## config.mk

```make
export PLATFORM = sky130hd
export DESIGN_NAME = tile_order_reader_flat
export DESIGN_NICKNAME = d
export VERILOG_FILES = /design/src/rtl/tile_order_reader_if.sv /design/src/rtl/tile_order_reader.sv /design/src/flat_wrapper.sv
export SDC_FILE = /design/constraint.sdc
export NUM_CORES = 1
export LEC_CHECK = 0
export BUFFER_PORTS_ARGS = -buffer_cell sky130_fd_sc_hd__buf_2
export CELL_PAD_IN_SITES_DETAIL_PLACEMENT = 0
export CELL_PAD_IN_SITES_GLOBAL_PLACEMENT = 1
export CORE_ASPECT_RATIO = 0.8
export CORE_MARGIN = 2
export CORE_UTILIZATION = 44
export DETAILED_ROUTE_END_ITERATION = 8
export HOLD_SLACK_MARGIN = 0.12
export PLACE_DENSITY_LB_ADDON = 0.15
export SYNTH_ARGS = -nofsm -noshare
export SYNTH_HDL_FRONTEND = slang
export SYNTH_SLANG_ARGS = --single-unit
```

## constraint.sdc

```tcl
create_clock -name clk -period 6.6 [get_ports clk]
set_input_delay 0.66 -clock clk [delete_from_list [all_inputs] [get_ports clk]]
set_output_delay 0.66 -clock clk [all_outputs]
set_load 0.03 [all_outputs]
```

## src/rtl/tile_order_reader_if.sv

```systemverilog
// Lookup request/response channel for tile_order_reader.
// The master issues slot lookups; the slave (the reader) answers one cycle later.
interface tile_order_reader_if #(
    parameter int TW = 5
);
    logic          req_valid;
    logic          req_ready;
    logic          req_ring;
    logic [TW-1:0] req_pos;
    logic          rsp_valid;
    logic [TW-1:0] rsp_tile;
    logic          rsp_err;

    modport master (
        output req_valid, req_ring, req_pos,
        input  req_ready, rsp_valid, rsp_tile, rsp_err
    );

    modport slave (
        input  req_valid, req_ring, req_pos,
        output req_ready, rsp_valid, rsp_tile, rsp_err
    );
endinterface

```

## src/rtl/tile_order_reader.sv

```systemverilog
// Captures an edge-ring and center tile order, checks each is a permutation
// one slot per cycle, then serves slot lookups while the order is legal.
module tile_order_reader #(
    parameter int EDGE_N   = 24,
    parameter int CENTER_N = 12,
    parameter int TW       = 5
) (
    input  logic                   clk,
    input  logic                   rst,
    input  logic                   load,
    input  logic [EDGE_N*TW-1:0]   edge_order_in,
    input  logic [CENTER_N*TW-1:0] center_order_in,
    output logic                   busy,
    output logic                   order_valid,
    output logic                   order_error,
    tile_order_reader_if.slave     req_if
);
    localparam int              DEPTH     = 2**TW;
    localparam logic [TW:0]     EDGE_LIM  = (TW+1)'(EDGE_N);
    localparam logic [TW:0]     CEN_LIM   = (TW+1)'(CENTER_N);
    localparam logic [TW-1:0]   EDGE_LAST = TW'(EDGE_N - 1);
    localparam logic [TW-1:0]   CEN_LAST  = TW'(CENTER_N - 1);

    typedef enum logic [1:0] {EMPTY, CHECK, READY, ERROR} state_t;

    state_t            state;
    logic [TW-1:0]     edge_mem   [DEPTH];
    logic [TW-1:0]     center_mem [DEPTH];
    logic [DEPTH-1:0]  edge_seen;
    logic [DEPTH-1:0]  center_seen;
    logic              err_flag;
    logic              phase;
    logic [TW-1:0]     slot;
    logic [TW-1:0]     cur_id;
    logic              cur_bad;
    logic              req_fire;
    logic              rsp_valid_q;
    logic [TW-1:0]     rsp_tile_q;
    logic              rsp_err_q;

    // Storage is padded to 2**TW entries so any TW-bit ID or position indexes
    // it safely; entries past the ring size stay zero and are never reported.
    always_comb begin
        cur_id  = phase ? center_mem[slot] : edge_mem[slot];
        cur_bad = 1'b0;
        if (phase)
            cur_bad = ({1'b0, cur_id} >= CEN_LIM) || center_seen[cur_id];
        else
            cur_bad = ({1'b0, cur_id} >= EDGE_LIM) || edge_seen[cur_id];
    end

    assign busy             = (state == CHECK);
    assign order_valid      = (state == READY);
    assign order_error      = (state == ERROR);
    assign req_if.req_ready = (state == READY) && !load;
    assign req_fire         = req_if.req_valid && req_if.req_ready;
    assign req_if.rsp_valid = rsp_valid_q;
    assign req_if.rsp_tile  = rsp_tile_q;
    assign req_if.rsp_err   = rsp_err_q;

    always_ff @(posedge clk) begin
        if (rst) begin
            state       <= EMPTY;
            edge_mem    <= '{default: '0};
            center_mem  <= '{default: '0};
            edge_seen   <= '0;
            center_seen <= '0;
            err_flag    <= 1'b0;
            phase       <= 1'b0;
            slot        <= '0;
            rsp_valid_q <= 1'b0;
            rsp_tile_q  <= '0;
            rsp_err_q   <= 1'b0;
        end else begin
            rsp_valid_q <= req_fire;
            if (req_fire) begin
                if (!req_if.req_ring && ({1'b0, req_if.req_pos} < EDGE_LIM)) begin
                    rsp_tile_q <= edge_mem[req_if.req_pos];
                    rsp_err_q  <= 1'b0;
                end else if (req_if.req_ring && ({1'b0, req_if.req_pos} < CEN_LIM)) begin
                    rsp_tile_q <= center_mem[req_if.req_pos];
                    rsp_err_q  <= 1'b0;
                end else begin
                    rsp_tile_q <= '0;
                    rsp_err_q  <= 1'b1;
                end
            end

            if (load) begin
                for (int unsigned k = 0; k < EDGE_N; k++)
                    edge_mem[k] <= edge_order_in[k*TW +: TW];
                for (int unsigned k = 0; k < CENTER_N; k++)
                    center_mem[k] <= center_order_in[k*TW +: TW];
                edge_seen   <= '0;
                center_seen <= '0;
                err_flag    <= 1'b0;
                phase       <= 1'b0;
                slot        <= '0;
                state       <= CHECK;
            end else if (state == CHECK) begin
                if (cur_bad)
                    err_flag <= 1'b1;
                else if (phase)
                    center_seen[cur_id] <= 1'b1;
                else
                    edge_seen[cur_id] <= 1'b1;

                // The final verdict folds in the slot examined on this same edge.
                if (!phase && slot == EDGE_LAST) begin
                    phase <= 1'b1;
                    slot  <= '0;
                end else if (phase && slot == CEN_LAST) begin
                    state <= (err_flag || cur_bad) ? ERROR : READY;
                end else begin
                    slot <= slot + 1'b1;
                end
            end
        end
    end
endmodule

```

## src/flat_wrapper.sv

```systemverilog
// flat-port wrapper written by rule: the top's interface ports become plain ports
module tile_order_reader_flat 
#(
    parameter int EDGE_N   = 24,
    parameter int CENTER_N = 12,
    parameter int TW       = 5
)
  (clk, rst, load, edge_order_in, center_order_in, busy, order_valid, order_error, req_if_req_valid, req_if_req_ring, req_if_req_pos, req_if_req_ready, req_if_rsp_valid, req_if_rsp_tile, req_if_rsp_err);
  tile_order_reader_if #(.TW(TW)) req_if_i ();
  input  logic clk;
  input  logic rst;
  input  logic load;
  input  logic [EDGE_N*TW-1:0] edge_order_in;
  input  logic [CENTER_N*TW-1:0] center_order_in;
  output logic busy;
  output logic order_valid;
  output logic order_error;
  input wire logic [$bits(req_if_i.req_valid)-1:0] req_if_req_valid;
  input wire logic [$bits(req_if_i.req_ring)-1:0] req_if_req_ring;
  input wire logic [$bits(req_if_i.req_pos)-1:0] req_if_req_pos;
  output wire logic [$bits(req_if_i.req_ready)-1:0] req_if_req_ready;
  output wire logic [$bits(req_if_i.rsp_valid)-1:0] req_if_rsp_valid;
  output wire logic [$bits(req_if_i.rsp_tile)-1:0] req_if_rsp_tile;
  output wire logic [$bits(req_if_i.rsp_err)-1:0] req_if_rsp_err;
  assign req_if_i.req_valid = req_if_req_valid;
  assign req_if_i.req_ring = req_if_req_ring;
  assign req_if_i.req_pos = req_if_req_pos;
  assign req_if_req_ready = req_if_i.req_ready;
  assign req_if_rsp_valid = req_if_i.rsp_valid;
  assign req_if_rsp_tile = req_if_i.rsp_tile;
  assign req_if_rsp_err = req_if_i.rsp_err;
  tile_order_reader #(.EDGE_N(EDGE_N), .CENTER_N(CENTER_N), .TW(TW)) u_core (.clk(clk), .rst(rst), .load(load), .edge_order_in(edge_order_in), .center_order_in(center_order_in), .busy(busy), .order_valid(order_valid), .order_error(order_error), .req_if(req_if_i));
endmodule
```

==> results.toml <==
[synthesis]
synth_seq_cells = 232
synthFlopType = "dfxtp_1"
synth_edf_count = 0
synth.distinct_cells = 64
yosys_warnings = 0
syn_nets = 1322
synthArstFlopShare_pct = 0
netlist_area_um2 = 11700
syn-instance-count = 1131
syn_avg_cell_area_um2 = 10.4
ys_seq_area_share_pct = 39.6

[timing]
finClkSkew_ns = 0.0234
max_slew_margin_pct = 20.5
setup_tns_ns = 0
hold_viol = 0
rsz0062_at_grt = "false"
tightest_slew_ns = 1.19
min_period_over_period_pct = 65.4
period_needed_ns = 4.32
slew_viol_final = 0
max_freq_mhz = 232
finalSetupViolations = 0

[clocking]
cts_resized = 0
path_clk_slew_ns = 0.06
insertion_delay_ns = 0.53
cts.htree.levels = 1
cts_tree = "yes"
clock-root-buffer = "clkbuf_16"
cts_sinks = 232
post_cts_buffers = 0
postCtsHoldBufs = 0
numCtsBuffers = 25
clockBufferDepth = 3

[floorplan]
pin_count = 201
start_util_pct = 44.7
num_rows = 53
die_w_um = 187
core_um2 = 26300
die_y_um = 150
dieArea_um2 = 28000

[detailed_routing]
ant_nets = 0
wirelength_mm = 34.6
routedWlPerCell_um = 20.9
drt-pass1-iter-count = 5
route.detailed.drc = 0
drtIter0Drc = 649
vias_per_cell = 5.65
vias = 9359

[worst_setup_path]
required_ns = 7.07
start_kind = "register"
max_stage_delay_ns = 0.77
critPathSlowestCell = "nor2b_1"
critPathArrivalTime_ns = 4.78
path_buf_inv = 1
cp_max_fo = 30
path_class = "reg -> reg"
critical_path.cell_chain = "buf_4 > nor2b_1 > a22oi_1 > nand3_1 > and3_1 > nand2_1 > mux4_2 > a211o_1 > a211oi_4 > a32o_1"
critPathCaptureType = "register"
critPathTopFamily = "simple AND/OR/NAND/NOR gates"

[final_layout]
final_nets = 1473
drive_gt1_share_pct = 26.0
diodes = 0
syn_to_final_growth_pct = 17.1
num-fill-cells = 2414

[grt]
first_global_vias = 9031
grt_pass1_wl_mm = 53.2
antenna_found_initial = 0
grt_usage_pct = 24.3
grt_max_degree = 110
overflow = 0

[power_and_ir_drop]
p_leak_nw = 5.76
p_total_mw = 3.44
max-vdd-ir-drop_mv = 0.166
p_per_area_nw_per_um2 = 250

[worst_hold_path]
hold_class = "in -> reg"

[job]
maxCapViolations = 0

[place]
hpwlAfterDp_mm = 25.0
gp_congestion = 0.874
portBuffers = 200

[outcome]
status = "complete, no violations"
[final timing paths]
check	startpoint	end	slack [ns]	cells after the start
hold / removal	edge_order_in[101]	u_core.edge_mem[56]	0.36	3
setup reg to reg	u_core.slot[1]	u_core.center_seen[7]	2.28	10
hold reg to reg	u_core.edge_seen[15]	u_core.edge_seen[15]	0.44	2
setup / recovery	u_core.slot[1]	u_core.center_seen[7]	2.28	10
[worst reg2reg max path, cell delays in order (launching register included)]
cell and delay (ns):
dfxtp_2 0.63, buf_4 0.52, nor2b_1 0.78, a22oi_1 0.15
nand3_1 0.15, and3_1 0.26, nand2_1 0.26, mux4_2 0.50
a211o_1 0.36, a211oi_4 0.40, a32o_1 0.23
[kinds of logic (layout without fill, tap and decap cells)]
group                    after synthesis  in the layout  share of synthesized area (%)
flip-flops                           232            232                           39.6
AND/OR/NAND/NOR                      340            340                           12.4
XOR/XNOR                               3              3                          0.224
buffers and inverters                102            270                           3.92
adder cells (fa/ha/maj)                1              1                          0.107
multiplexers                         333            333                           35.5
AO/OA/AOI/OAI                        120            120                           8.30
[per-layer routing]
layer  track usage (%)  vias up  part of all wire, %
met5                 0        -                    0
met4              4.80        0                  1.8
met3              4.29       39                  6.2
met2              37.1      313                   44
met1              36.0     4568                   48
li1                  -     4439                    -
[state kept, by name (all words and copies together), names as in the netlist]
| register | flops |
|---|---|
| u_core.center_mem | 60 |
| u_core.center_seen | 12 |
| u_core.edge_mem | 120 |
| u_core.edge_seen | 24 |
| u_core.err_flag | 1 |
| u_core.phase | 1 |
| u_core.req_if.rsp_err | 1 |
| u_core.req_if.rsp_tile | 5 |
| u_core.req_if.rsp_valid | 1 |
| u_core.slot | 5 |
| u_core.state | 2 |
[Yosys cell counts (2+ instances only)]
library cell | instances | area [um2]
and2b_1 | 2 | 15.0
nor2_1 | 216 | 811
buf_2 | 13 | 65.1
o22ai_1 | 5 | 31.3
nand3_1 | 18 | 90.1
and3_1 | 7 | 43.8
o211ai_1 | 2 | 15.0
clkbuf_1 | 44 | 165
nand2_1 | 50 | 188
mux4_2 | 65 | 1460
o41ai_1 | 2 | 17.5
dfxtp_1 | 232 | 4640
nor3b_1 | 4 | 30.0
nor3_1 | 7 | 35.0
a21oi_1 | 16 | 80.1
nor2b_1 | 7 | 43.8
nor4_1 | 5 | 31.3
nand3b_1 | 2 | 15.0
nand2b_1 | 3 | 18.8
buf_6 | 6 | 67.6
a22o_1 | 5 | 43.8
o31ai_1 | 13 | 97.6
inv_1 | 16 | 60.1
o32ai_1 | 3 | 26.3
a211oi_1 | 10 | 75.1
a31oi_1 | 2 | 12.5
mux2_2 | 11 | 124
nand4_1 | 6 | 37.5
o21ai_0 | 3 | 15.0
a22oi_1 | 28 | 210
mux2i_1 | 256 | 2560
a32o_1 | 15 | 150
xor2_1 | 2 | 17.5
and2_1 | 5 | 31.3
buf_1 | 18 | 67.6
buf_4 | 4 | 30.0
[power breakdown]
group,internal (mW),switching [mW],total [mW]
Combinational,0.208,0.218,0.427
Sequential,1.47,0.0723,1.54
Clock,0.883,0.590,1.47
Total,2.56,0.881,3.44
[cells in the final DEF (no fill, tap or decap), types with 3 or more instances in the layout]
master	n
nor2b_1	7
nand2_1	50
nand2b_1	3
clkbuf_1	6
nor3_1	7
nand4_1	6
clkbuf_8	4
nor3b_1	4
nor2_1	216
mux2i_1	256
inv_1	16
dfxtp_1	230
a21oi_1	16
buf_2	198
o21ai_0	3
buf_4	10
a22oi_1	28
mux2_2	11
clkinv_2	3
and2_1	5
a211oi_1	10
o31ai_1	13
mux4_2	65
nand3_1	18
nor4_1	4
and3_1	7
a32o_1	15
o22ai_1	5
a22o_1	5
clkbuf_16	26
o32ai_1	3
bufinv_16	3
[cell type report]
class / instances / area (um2) / area share [%]
Multi-Input combinational cell: 797 / 6640 / 48.3
Timing Repair Buffer: 210 / 1090 / 7.95
Sequential cell: 232 / 4650 / 33.8
Clock inverter: 8 / 124 / 0.902
Clock buffer: 36 / 728 / 5.30
Tap cell: 357 / 447 / 3.25
Inverter: 16 / 60.1 / 0.437
[metrics by stage]
| stage | std cells | area (um2) | setup slack (ns) | utilization, % | hold slack [ns] |
|---|---|---|---|---|---|
| floorplan | 1131 | 11700 | 3.50 | - | 0.415 |
| global placement | 1612 | 12900 | 2.53 | 49.1 | 0.426 |
| detailed placement | 1612 | 12900 | 2.34 | 49.1 | 0.435 |
| CTS | 1656 | 13700 | 2.33 | 52.3 | 0.344 |
| global route | 1656 | 13700 | 2.06 | 52.3 | 0.359 |
| finish | 1656 | 13700 | 2.28 | 52.3 | 0.361 |
No activity file was read; power rests on OpenSTA's default activity.
